--- src/rtl/mod_updown_counter_pkg.sv ---
// mod_updown_counter_pkg: shared boundary-mode encodings for the up/down counter
package mod_updown_counter_pkg;
    localparam logic MODE_WRAP = 1'b0;
    localparam logic MODE_SAT  = 1'b1;
endpackage

--- src/rtl/mod_updown_counter_next_val.sv ---
// counter_next_val: combinational step, bound check and load clamp for the counter
module counter_next_val
    import mod_updown_counter_pkg::*;
#(
    parameter int N = 4
) (
    input  logic [N-1:0] i_count,
    input  logic         i_up,
    input  logic         i_sat,
    input  logic [N-1:0] i_limit,
    input  logic [N-1:0] i_data,
    output logic [N-1:0] o_step,
    output logic [N-1:0] o_load,
    output logic         o_at_bound,
    output logic         o_wrap
);
    logic [N-1:0] w_up_val;
    logic [N-1:0] w_dn_val;

    assign o_at_bound = i_up ? (i_count >= i_limit) : (i_count == '0);
    assign o_wrap     = o_at_bound & (i_sat == MODE_WRAP);
    assign w_up_val   = o_at_bound ? ((i_sat == MODE_SAT) ? i_limit : '0) : i_count + N'(1);
    assign w_dn_val   = o_at_bound ? ((i_sat == MODE_SAT) ? '0 : i_limit) : i_count - N'(1);
    assign o_step     = i_up ? w_up_val : w_dn_val;
    assign o_load     = (i_data > i_limit) ? i_limit : i_data;
endmodule

--- src/rtl/mod_updown_counter.sv ---
// mod_updown_counter: bounded up/down counter with wrap/saturate modes, load and clear
module mod_updown_counter
    import mod_updown_counter_pkg::*;
#(
    parameter int          N         = 4,
    parameter int unsigned RESET_VAL = 0
) (
    input  logic         clk,
    input  logic         reset,
    input  logic         clear,
    input  logic         enable,
    input  logic         up,
    input  logic         load,
    input  logic [N-1:0] data,
    input  logic [N-1:0] limit,
    input  logic         sat,
    output logic [N-1:0] count,
    output logic         tc,
    output logic         wrap
);
    localparam logic [N-1:0] L_RESET = N'(RESET_VAL);

    logic [N-1:0] r_count;
    logic         r_wrap;
    logic [N-1:0] w_step;
    logic [N-1:0] w_load;
    logic         w_at_bound;
    logic         w_wrap;

    counter_next_val #(.N(N)) u_next (
        .i_count    (r_count),
        .i_up       (up),
        .i_sat      (sat),
        .i_limit    (limit),
        .i_data     (data),
        .o_step     (w_step),
        .o_load     (w_load),
        .o_at_bound (w_at_bound),
        .o_wrap     (w_wrap)
    );

    // count/wrap update with priority reset > clear > load > step > hold
    always_ff @(posedge clk) begin
        if (reset) begin
            r_count <= L_RESET;
            r_wrap  <= 1'b0;
        end else if (clear) begin
            r_count <= '0;
            r_wrap  <= 1'b0;
        end else if (load) begin
            r_count <= w_load;
            r_wrap  <= 1'b0;
        end else if (enable) begin
            r_count <= w_step;
            r_wrap  <= w_wrap;
        end else begin
            r_wrap  <= 1'b0;
        end
    end

    assign count = r_count;
    assign wrap  = r_wrap;
    assign tc    = enable & w_at_bound;
endmodule

--- config.mk ---
export PLATFORM = sky130hd
export DESIGN_NAME = mod_updown_counter
export DESIGN_NICKNAME = d
export VERILOG_FILES = /design/src/rtl/mod_updown_counter_pkg.sv /design/src/rtl/mod_updown_counter_next_val.sv /design/src/rtl/mod_updown_counter.sv
export SDC_FILE = /design/constraint.sdc
export NUM_CORES = 1
export LEC_CHECK = 0
export ABC_AREA = 0
export BUFFER_PORTS_ARGS = -buffer_cell sky130_fd_sc_hd__buf_2
export CORE_MARGIN = 3
export CORE_UTILIZATION = 45
export DETAILED_ROUTE_END_ITERATION = 6
export GPL_ROUTABILITY_DRIVEN = 0
export PLACE_DENSITY = 0.76
export SYNTH_ARGS = -nofsm -noshare
export SYNTH_HDL_FRONTEND = slang
export SYNTH_SLANG_ARGS = --single-unit
--- constraint.sdc ---
create_clock -name clk -period 4.1 [get_ports clk]
set_input_delay 0.41 -clock clk [delete_from_list [all_inputs] [get_ports clk]]
set_output_delay 0.41 -clock clk [all_outputs]
set_load 0.005 [all_outputs]
==> impl_results.html, run 1 <==
<table>
<tr><th>Metric</th><th>Value</th></tr>
<tr><th colspan="2">Status</th></tr>
<tr><td>Outcome</td><td>complete, no violations</td></tr>
<tr><th colspan="2">Critical path</th></tr>
<tr><td>Crit path required time</td><td>roughly 3.7 ns</td></tr>
<tr><td>Crit Path Class</td><td>flip-flop to output port</td></tr>
<tr><td>CP Capture Point</td><td>tc</td></tr>
<tr><td>Crit-path max FO</td><td>10</td></tr>
<tr><td>Worst Reg-to-Reg Cells</td><td>8</td></tr>
<tr><td>Worst r2r src</td><td>count[0]</td></tr>
<tr><td>Worst reg2reg setup slack</td><td>1.69 ns</td></tr>
<tr><td>Type of element capturing the critical path</td><td>output port</td></tr>
<tr><td>Beginning of the critical path</td><td>count[0]</td></tr>
<tr><td>Startpoint type of the worst setup path</td><td>flip-flop</td></tr>
<tr><td>Worst R2R End</td><td>count[2]</td></tr>
<tr><td>Arrival time at the worst endpoint</td><td>2.34 ns</td></tr>
<tr><th colspan="2">Logic synthesis</th></tr>
<tr><td>Distinct cell type count after synthesis</td><td>34</td></tr>
<tr><td>Dominant cell by count in the synthesized netlist</td><td>inv_1</td></tr>
<tr><td>Post-synthesis share of cell area spent on and, or, nand and nor gates</td><td>20.0%</td></tr>
<tr><td>Post-synth net total</td><td>124</td></tr>
<tr><td>Compound-Gate Fraction of Synth Area</td><td>24.4%</td></tr>
<tr><td>Adder and majority cell fraction of the synthesized area</td><td>~18%</td></tr>
<tr><td>Share of the synthesized area in the top cell type</td><td>18.2%</td></tr>
<tr><td>Dominant combinational cell family by area after synthesis</td><td>compound AO/OA/AOI/OAI gates</td></tr>
<tr><td>Fraction of registers with async set or reset after synthesis</td><td>0%</td></tr>
<tr><td>Most area-consuming cells after synthesis</td><td>ha_1 18%, dfxtp_1 13%, mux2i_1 7.9%</td></tr>
<tr><td>Commonest register cell after synthesis</td><td>dfxtp_1</td></tr>
<tr><td>Proportion of synthesized area in mux cells</td><td>approximately 11%</td></tr>
<tr><td>Average size of a mapped cell</td><td>7.74 sq um</td></tr>
<tr><td>Sequential share of the synthesized area</td><td>13.2%</td></tr>
<tr><td>Count of synthesis-stage warnings from yosys</td><td>0</td></tr>
<tr><td>Post-synth EDFFs</td><td>0</td></tr>
<tr><td>Post-Syn Instances</td><td>98</td></tr>
<tr><td>Cell area after technology mapping</td><td>758 sq um</td></tr>
<tr><td>FF+latch count, synth</td><td>5</td></tr>
<tr><td>Commonest cells post-synth</td><td>12 x inv_1, 11 x ha_1, 6 x mux2i_1, 6 x nand3_1, 6 x nor2_1</td></tr>
<tr><td>Area share of xor/xnor cells in the synthesized design</td><td>2.31%</td></tr>
<tr><td>Most area-hungry cell type in the Yosys netlist</td><td>ha_1</td></tr>
<tr><th colspan="2">Worst hold path</th></tr>
<tr><td>Worst Min Path Start</td><td>clear</td></tr>
<tr><td>Class of the tightest hold or removal check</td><td>input pin to flip-flop</td></tr>
<tr><th colspan="2">Timing</th></tr>
<tr><td>Total negative slack for setup checks</td><td>0 ns</td></tr>
<tr><td>RSZ-0062 raised after global routing</td><td>false</td></tr>
<tr><td>Fin. Hold Viols</td><td>0</td></tr>
<tr><td>Upper clock frequency limit</td><td>0.364 GHz</td></tr>
<tr><td>Relative slew slack</td><td>between 60% and 70%</td></tr>
<tr><td>Min Clock Period, post-route</td><td>2.75 ns</td></tr>
<tr><td>Final clock period utilization by the worst path</td><td>67.1%</td></tr>
<tr><td>Largest clock skew in the final design</td><td>0.00829 ns</td></tr>
<tr><td>Final setup violation count</td><td>0</td></tr>
<tr><td>Max-slew violations</td><td>0</td></tr>
<tr><td>Final worst slack</td><td>1.35 ns</td></tr>
<tr><td>Worst Tran Pin Value</td><td>0.572 ns</td></tr>
<tr><th colspan="2">CTS</th></tr>
<tr><td>Clock Tree Buf Depth</td><td>2</td></tr>
<tr><td>CTS resizes</td><td>0</td></tr>
<tr><td>Clk pin slew, worst setup/hold paths</td><td>0.05 ns</td></tr>
<tr><td>Clock latency at the later pin of the worst-skew pair</td><td>0.26 ns</td></tr>
<tr><td>H-tree Lvls</td><td>1</td></tr>
<tr><td>Number of clock sinks seen by CTS</td><td>5</td></tr>
<tr><td>CTS tree</td><td>built</td></tr>
<tr><td>Cts bufs inserted</td><td>3</td></tr>
<tr><td>Number of buffers inserted by post-CTS setup repair</td><td>0</td></tr>
<tr><td>Post-CTS Hold Buffers</td><td>0</td></tr>
<tr><td>Root cell of the clock tree</td><td>clkbuf_4</td></tr>
<tr><th colspan="2">Global routing</th></tr>
<tr><td>First-pass GRT wire length</td><td>3.15 mm</td></tr>
<tr><td>Antenna violations before repair</td><td>0</td></tr>
<tr><td>Maximum number of pins on one net before global-route repair</td><td>11</td></tr>
<tr><td>GRT Residual Overflow</td><td>0</td></tr>
<tr><td>Via count of the first global-routing pass</td><td>735</td></tr>
<tr><td>Global-route total usage across every layer</td><td>20.4%</td></tr>
<tr><th colspan="2">Cells and area</th></tr>
<tr><td>Antenna diode count</td><td>0</td></tr>
<tr><td>Count of nets after finishing</td><td>142</td></tr>
<tr><td>Design area</td><td>866 sq um</td></tr>
<tr><td>Area growth, synth to finish</td><td>14.2%</td></tr>
<tr><td>Post-route core utilization</td><td>56.2%</td></tr>
<tr><td>Count of filler cells inserted in the layout</td><td>158</td></tr>
<tr><td>Share of post-route cells with drive strength above 1</td><td>between 20% and 30%</td></tr>
<tr><th colspan="2">Drt</th></tr>
<tr><td>Via count</td><td>803</td></tr>
<tr><td>Routed length on met2</td><td>around 940 um</td></tr>
<tr><td>Violation count after the first detailed-routing iteration</td><td>21</td></tr>
<tr><td>Met3 Routed Length</td><td>99 um</td></tr>
<tr><td>Highest routing layer actually used</td><td>met4</td></tr>
<tr><td>Routed met1 length</td><td>818 um</td></tr>
<tr><td>Post-route DRC</td><td>0</td></tr>
<tr><td>Antenna violation net count after detailed routing</td><td>0</td></tr>
<tr><td>Total wire length</td><td>about 1.9 mm</td></tr>
<tr><td>1st-pass router iterations</td><td>4</td></tr>
<tr><td>Via-per-instance ratio</td><td>just over 6</td></tr>
<tr><td>Routed wire per std cell</td><td>between 10 and 15 um</td></tr>
<tr><th colspan="2">Floorplan</th></tr>
<tr><td>Number of core rows</td><td>14</td></tr>
<tr><td>Io pins</td><td>21</td></tr>
<tr><td>Total Die Area</td><td>2210 sq um</td></tr>
<tr><td>Placeable core region</td><td>between 1500 and 2000 sq um</td></tr>
<tr><td>Initial core utilization</td><td>49.2%</td></tr>
<tr><td>Die height</td><td>47.1 um</td></tr>
<tr><td>Die X</td><td>47.1 um</td></tr>
<tr><th colspan="2">Placed design</th></tr>
<tr><td>Setup slack after placement</td><td>~1.7 ns</td></tr>
<tr><td>Area of placed instances</td><td>840 sq um</td></tr>
<tr><td>DPL Wire Length</td><td>1.48 mm</td></tr>
<tr><td>Number of port buffers</td><td>20</td></tr>
<tr><th colspan="2">Flow run</th></tr>
<tr><td>Max-cap violations</td><td>0</td></tr>
<tr><th colspan="2">Pwr</th></tr>
<tr><td>Worst vdd ir</td><td>0.134 mV</td></tr>
<tr><td>PwrDens</td><td>235 nW/um^2</td></tr>
<tr><td>Leakage</td><td>0.000418 uW</td></tr>
</table>
## power breakdown
group / total, uW / internal, uW / switching, uW
Combinational: 84.8 / 38.4 / 46.4
Clock: 62.1 / 37.1 / 25.0
Sequential: 56.8 / 51.2 / 5.55
## placed cells by master, fill, tap and decap left out, drive strengths merged
cell type and count:
a211oi 1, inv 12, nand3 6, buf 20, mux2i 6, o21ai 4, a31oi 1, a221oi 1
xnor2 1, o311ai 1, o41ai 1, o21a 2, or2 1, dfxtp 5, nand4 1, nand2 3
nand2b 3, a21oi 5, ha 11, mux2 2, and3 1, a2111oi 3, nor2b 2, o31ai 3
nor3 4, a211o 1, or3b 1, nor4b 1, nor2 6, clkbuf 4, xor2 1, a311oi 1
## metal layers
metal	vias up	GRT usage [%]
met2	30	33.6
met5	-	0
met4	0	14.4
met3	7	4.21
met1	377	23.4
li1	389	-
## cell families after synthesis
group,count (synthesis)
flip-flops,5
buffers and inverters,19
multiplexers,8
XOR/XNOR,2
adder cells (fa/ha/maj),11
AND/OR/NAND/NOR,29
AO/OA/AOI/OAI,24
## state kept, by name (all words and copies together) (netlist names)
signal,cells
count,4
wrap,1
## through the flow
stage	power, uW	instances	hold WS [ns]
floorplan	119	98	0.479
global placement	138	127	0.596
detailed placement	141	127	0.597
CTS	203	131	0.323
global route	217	131	0.340
finish	204	131	0.323
## worst max-delay path, stage by stage (launching register included)
cell	delay, ns
dfxtp_1	0.50
inv_1	0.13
ha_1	0.28
nand2b_1	0.15
a2111oi_2	0.35
a21oi_1	0.19
a21oi_1	0.26
nor2b_1	0.08
buf_2	0.13
## worst min path at each step
stage	endpoint	slack [ns]	cells after the start
after detailed placement	count[1]	0.60	2
after global placement	count[1]	0.60	2
after global routing	count[1]	0.34	2
after floorplan	count[1]	0.48	1
final	count[1]	0.32	2
after CTS	count[1]	0.32	2
## area by class of cell
type	count	area, sq um	area share, %
multi-input combinational	74	574	66.3
timing repair buffer	20	100	11.6
sequential	5	100	11.6
clock buffer	4	26.3	3.03
inverter	12	45.0	5.20
tap	16	20.0	2.31
No activity file was read; power rests on OpenSTA's default activity.
==> inputs of run 2 (changes only) <==
==> constraint.sdc (replaced) <==
create_clock -name clk -period 2.75 [get_ports clk]
set_input_delay 0.275 -clock clk [delete_from_list [all_inputs] [get_ports clk]]
set_output_delay 0.275 -clock clk [all_outputs]
set_load 0.005 [all_outputs]
==> impl_results.html, run 2 (synthesis results as in run 1) <==
<table>
<tr><th>Metric</th><th>Value</th></tr>
<tr><th colspan="2">Status</th></tr>
<tr><td>Outcome</td><td>complete, no violations</td></tr>
<tr><th colspan="2">Global routing</th></tr>
<tr><td>Global-route total usage across every layer</td><td>19.8% (-0.63 points)</td></tr>
<tr><td>First-pass GRT wire length</td><td>3.15 mm (-0.22%)</td></tr>
<tr><td>GRT Residual Overflow</td><td>0 (unchanged)</td></tr>
<tr><td>Via count of the first global-routing pass</td><td>731 (-0.54%)</td></tr>
<tr><td>Maximum number of pins on one net before global-route repair</td><td>11 (unchanged)</td></tr>
<tr><td>Antenna violations before repair</td><td>0 (unchanged)</td></tr>
<tr><th colspan="2">Cells and area</th></tr>
<tr><td>Most frequent cells in the layout</td><td>20 x buf_2, 12 x inv_1, 11 x ha_1</td></tr>
<tr><td>Antenna diode count</td><td>0 (unchanged)</td></tr>
<tr><td>Count of nets after finishing</td><td>142 (unchanged)</td></tr>
<tr><td>Area growth, synth to finish</td><td>14.4%</td></tr>
<tr><td>Design area</td><td>867 sq um (+0.14%)</td></tr>
<tr><td>Share of post-route cells with drive strength above 1</td><td>25.2% (+0.87 points)</td></tr>
<tr><td>Final std cells w/o fill</td><td>131 (unchanged)</td></tr>
<tr><td>Largest register FFs</td><td>4 (unchanged)</td></tr>
<tr><td>Leading cell type in the layout, fill and taps excluded</td><td>buf_2</td></tr>
<tr><th colspan="2">Critical path</th></tr>
<tr><td>WP buf/inv</td><td>2 (unchanged)</td></tr>
<tr><td>Longest individual stage delay on the worst path</td><td>0.41 ns (-0.09 ns)</td></tr>
<tr><td>Crit Path Class</td><td>flip-flop to output port</td></tr>
<tr><td>Crit-path max FO</td><td>10 (unchanged)</td></tr>
<tr><td>Worst r2r src</td><td>count[0]</td></tr>
<tr><td>Beginning of the critical path</td><td>count[0]</td></tr>
<tr><td>Startpoint type of the worst setup path</td><td>flip-flop</td></tr>
<tr><td>Arrival time at the worst endpoint</td><td>2.24 ns (-0.10 ns)</td></tr>
<tr><td>Slowest CP cell</td><td>dfxtp_2</td></tr>
<tr><td>Type of element capturing the critical path</td><td>output port</td></tr>
<tr><td>Worst Reg-to-Reg Cells</td><td>8 (unchanged)</td></tr>
<tr><td>Crit path required time</td><td>2.48 ns (-1.21 ns)</td></tr>
<tr><td>Worst R2R End</td><td>count[0]</td></tr>
<tr><td>Worst reg2reg setup slack</td><td>0.39 ns (-1.30 ns)</td></tr>
<tr><td>Cell breakdown of the critical path</td><td>inv_1 &gt; ha_1 &gt; nand2b_1 &gt; a2111oi_2 &gt; a21oi_1 &gt; a21oi_1 &gt; nor2b_1 &gt; buf_2</td></tr>
<tr><td>Most frequent CP cell</td><td>a21oi_1</td></tr>
<tr><td>Family with the most delay on the worst path</td><td>compound AO/OA/AOI/OAI gates</td></tr>
<tr><th colspan="2">Placed design</th></tr>
<tr><td>Setup slack after placement</td><td>0.307 ns (-1.35 ns)</td></tr>
<tr><td>DPL Wire Length</td><td>1.55 mm (+4.5%)</td></tr>
<tr><td>Area of placed instances</td><td>840 sq um (unchanged)</td></tr>
<tr><td>Inst Count DP</td><td>127 (unchanged)</td></tr>
<tr><td>Number of port buffers</td><td>20 (unchanged)</td></tr>
<tr><th colspan="2">CTS</th></tr>
<tr><td>Number of clock sinks seen by CTS</td><td>5 (unchanged)</td></tr>
<tr><td>Clock Tree Buf Depth</td><td>2 (unchanged)</td></tr>
<tr><td>Cts bufs inserted</td><td>3 (unchanged)</td></tr>
<tr><td>Clk pin slew, worst setup/hold paths</td><td>0.04 ns (about the same)</td></tr>
<tr><td>Number of buffers inserted by post-CTS setup repair</td><td>0 (unchanged)</td></tr>
<tr><td>CTS tree</td><td>built</td></tr>
<tr><td>CTS resizes</td><td>0 (unchanged)</td></tr>
<tr><td>H-tree Lvls</td><td>1 (unchanged)</td></tr>
<tr><td>Root cell of the clock tree</td><td>clkbuf_4</td></tr>
<tr><td>Post-CTS Hold Buffers</td><td>0 (unchanged)</td></tr>
<tr><td>Clock latency at the later pin of the worst-skew pair</td><td>0.24 ns (-0.02 ns)</td></tr>
<tr><th colspan="2">Timing</th></tr>
<tr><td>Largest clock skew in the final design</td><td>0.00475 ns (-0.00353 ns)</td></tr>
<tr><td>Total negative slack for setup checks</td><td>0 ns (unchanged)</td></tr>
<tr><td>Relative slew slack</td><td>60.5% (-1.4 points)</td></tr>
<tr><td>Max-slew violations</td><td>0 (unchanged)</td></tr>
<tr><td>Final clock period utilization by the worst path</td><td>around nine tenths</td></tr>
<tr><td>Fin. Hold Viols</td><td>0 (unchanged)</td></tr>
<tr><td>RSZ-0062 raised after global routing</td><td>false</td></tr>
<tr><td>Min Clock Period, post-route</td><td>2.52 ns</td></tr>
<tr><td>Upper clock frequency limit</td><td>0.397 GHz</td></tr>
<tr><td>Final setup violation count</td><td>0 (unchanged)</td></tr>
<tr><td>Worst Tran Pin Value</td><td>0.593 ns (+0.0204 ns)</td></tr>
<tr><td>Final worst slack</td><td>0.231 ns (-1.12 ns)</td></tr>
<tr><th colspan="2">Pwr</th></tr>
<tr><td>Tot Pwr</td><td>297 uW (+46%)</td></tr>
<tr><td>Worst vdd ir</td><td>0.356 mV (+160%)</td></tr>
<tr><td>PwrDens</td><td>342 nW/um^2 (+46%)</td></tr>
<tr><td>Leakage</td><td>0.000419 uW (about the same)</td></tr>
<tr><th colspan="2">Worst hold path</th></tr>
<tr><td>Class of the tightest hold or removal check</td><td>input pin to flip-flop</td></tr>
<tr><td>Sink of the worst hold path</td><td>count[1]</td></tr>
<tr><td>Worst Min Path Start</td><td>clear</td></tr>
<tr><td>Instance count along the most critical hold path</td><td>2 (unchanged)</td></tr>
<tr><th colspan="2">Drt</th></tr>
<tr><td>Antenna violation net count after detailed routing</td><td>0 (unchanged)</td></tr>
<tr><td>Via-per-instance ratio</td><td>6.06 (-1.1%)</td></tr>
<tr><td>Total wire length</td><td>1.97 mm (+2.6%)</td></tr>
<tr><td>1st-pass router iterations</td><td>4 (unchanged)</td></tr>
<tr><td>Via count</td><td>794 (-1.1%)</td></tr>
<tr><td>Violation count after the first detailed-routing iteration</td><td>32 (+52%)</td></tr>
<tr><td>Post-route DRC</td><td>0 (unchanged)</td></tr>
<tr><td>Routed wire per std cell</td><td>15.0 um (+2.6%)</td></tr>
<tr><th colspan="2">Floorplan</th></tr>
<tr><td>Initial core utilization</td><td>49.2% (unchanged)</td></tr>
<tr><td>Total Die Area</td><td>2210 sq um (unchanged)</td></tr>
<tr><td>Io pins</td><td>21 (unchanged)</td></tr>
<tr><td>Number of core rows</td><td>14 (unchanged)</td></tr>
<tr><td>Die X</td><td>47.1 um (unchanged)</td></tr>
<tr><td>Die height</td><td>47.1 um (unchanged)</td></tr>
<tr><td>Placeable core region</td><td>1540 sq um (unchanged)</td></tr>
<tr><th colspan="2">Flow run</th></tr>
<tr><td>Max-cap violations</td><td>0 (unchanged)</td></tr>
</table>
-- run 2: cell counts in the layout (fill, tap and decap cells not counted) --
Identical to the previous run, type by type.
-- run 2: where the power goes --
part           switching [uW]  leakage [uW]  internal [uW]
Combinational            69.9      0.000363           57.3
Sequential               8.39     0.0000413           76.7
Clock                    29.8     0.0000150           54.8
Total                     108      0.000419            189
-- run 2: worst max-delay path by stage --
stage | endpoint | slack [ns] | depth (start not counted)
6_report | tc | 0.23 | 8
5_1_grt | tc | 0.05 | 8
4_1_cts | tc | 0.14 | 8
3_5_place_dp | count[0] | 0.31 | 8
3_3_place_gp | count[0] | 0.46 | 8
2_1_floorplan | count[0] | 0.44 | 9
-- run 2: layout make-up --
cell class / instances / area [sq um]
sequential: 5 / 101
timing repair buffer: 20 / 100
multi-input combinational: 74 / 574
fill: 147 / 674
tap: 16 / 20.0
inverter: 12 / 45.0
clock buffer: 4 / 26.3
-- run 2: layer usage --
metal / GRT usage (%) / up-vias / part of all wire (%)
li1: - / 387 / -
met2: 33.3 / 47 / 49
met5: 0 / - / 0
met3: 6.51 / 2 / 8.6
met4: 2.21 / 0 / 0.97
met1: 25.3 / 358 / 41
-- run 2: per-stage QoR --
step	utilization [%]	hold slack (ns)
global placement	54.5	0.457
detailed placement	54.5	0.461
CTS	56.2	0.206
floorplan	-	0.344
global route	56.3	0.208
finish	56.3	0.213
-- run 2: worst register-to-register path, delay by kind of cell, from the launching register on --
family / cells / cell delay (ns)
fa+ha+maj: 1 / 0.27
simple gates: 2 / 0.44
flops: 1 / 0.41
buf+inv: 1 / 0.11
compound gates: 4 / 1.08
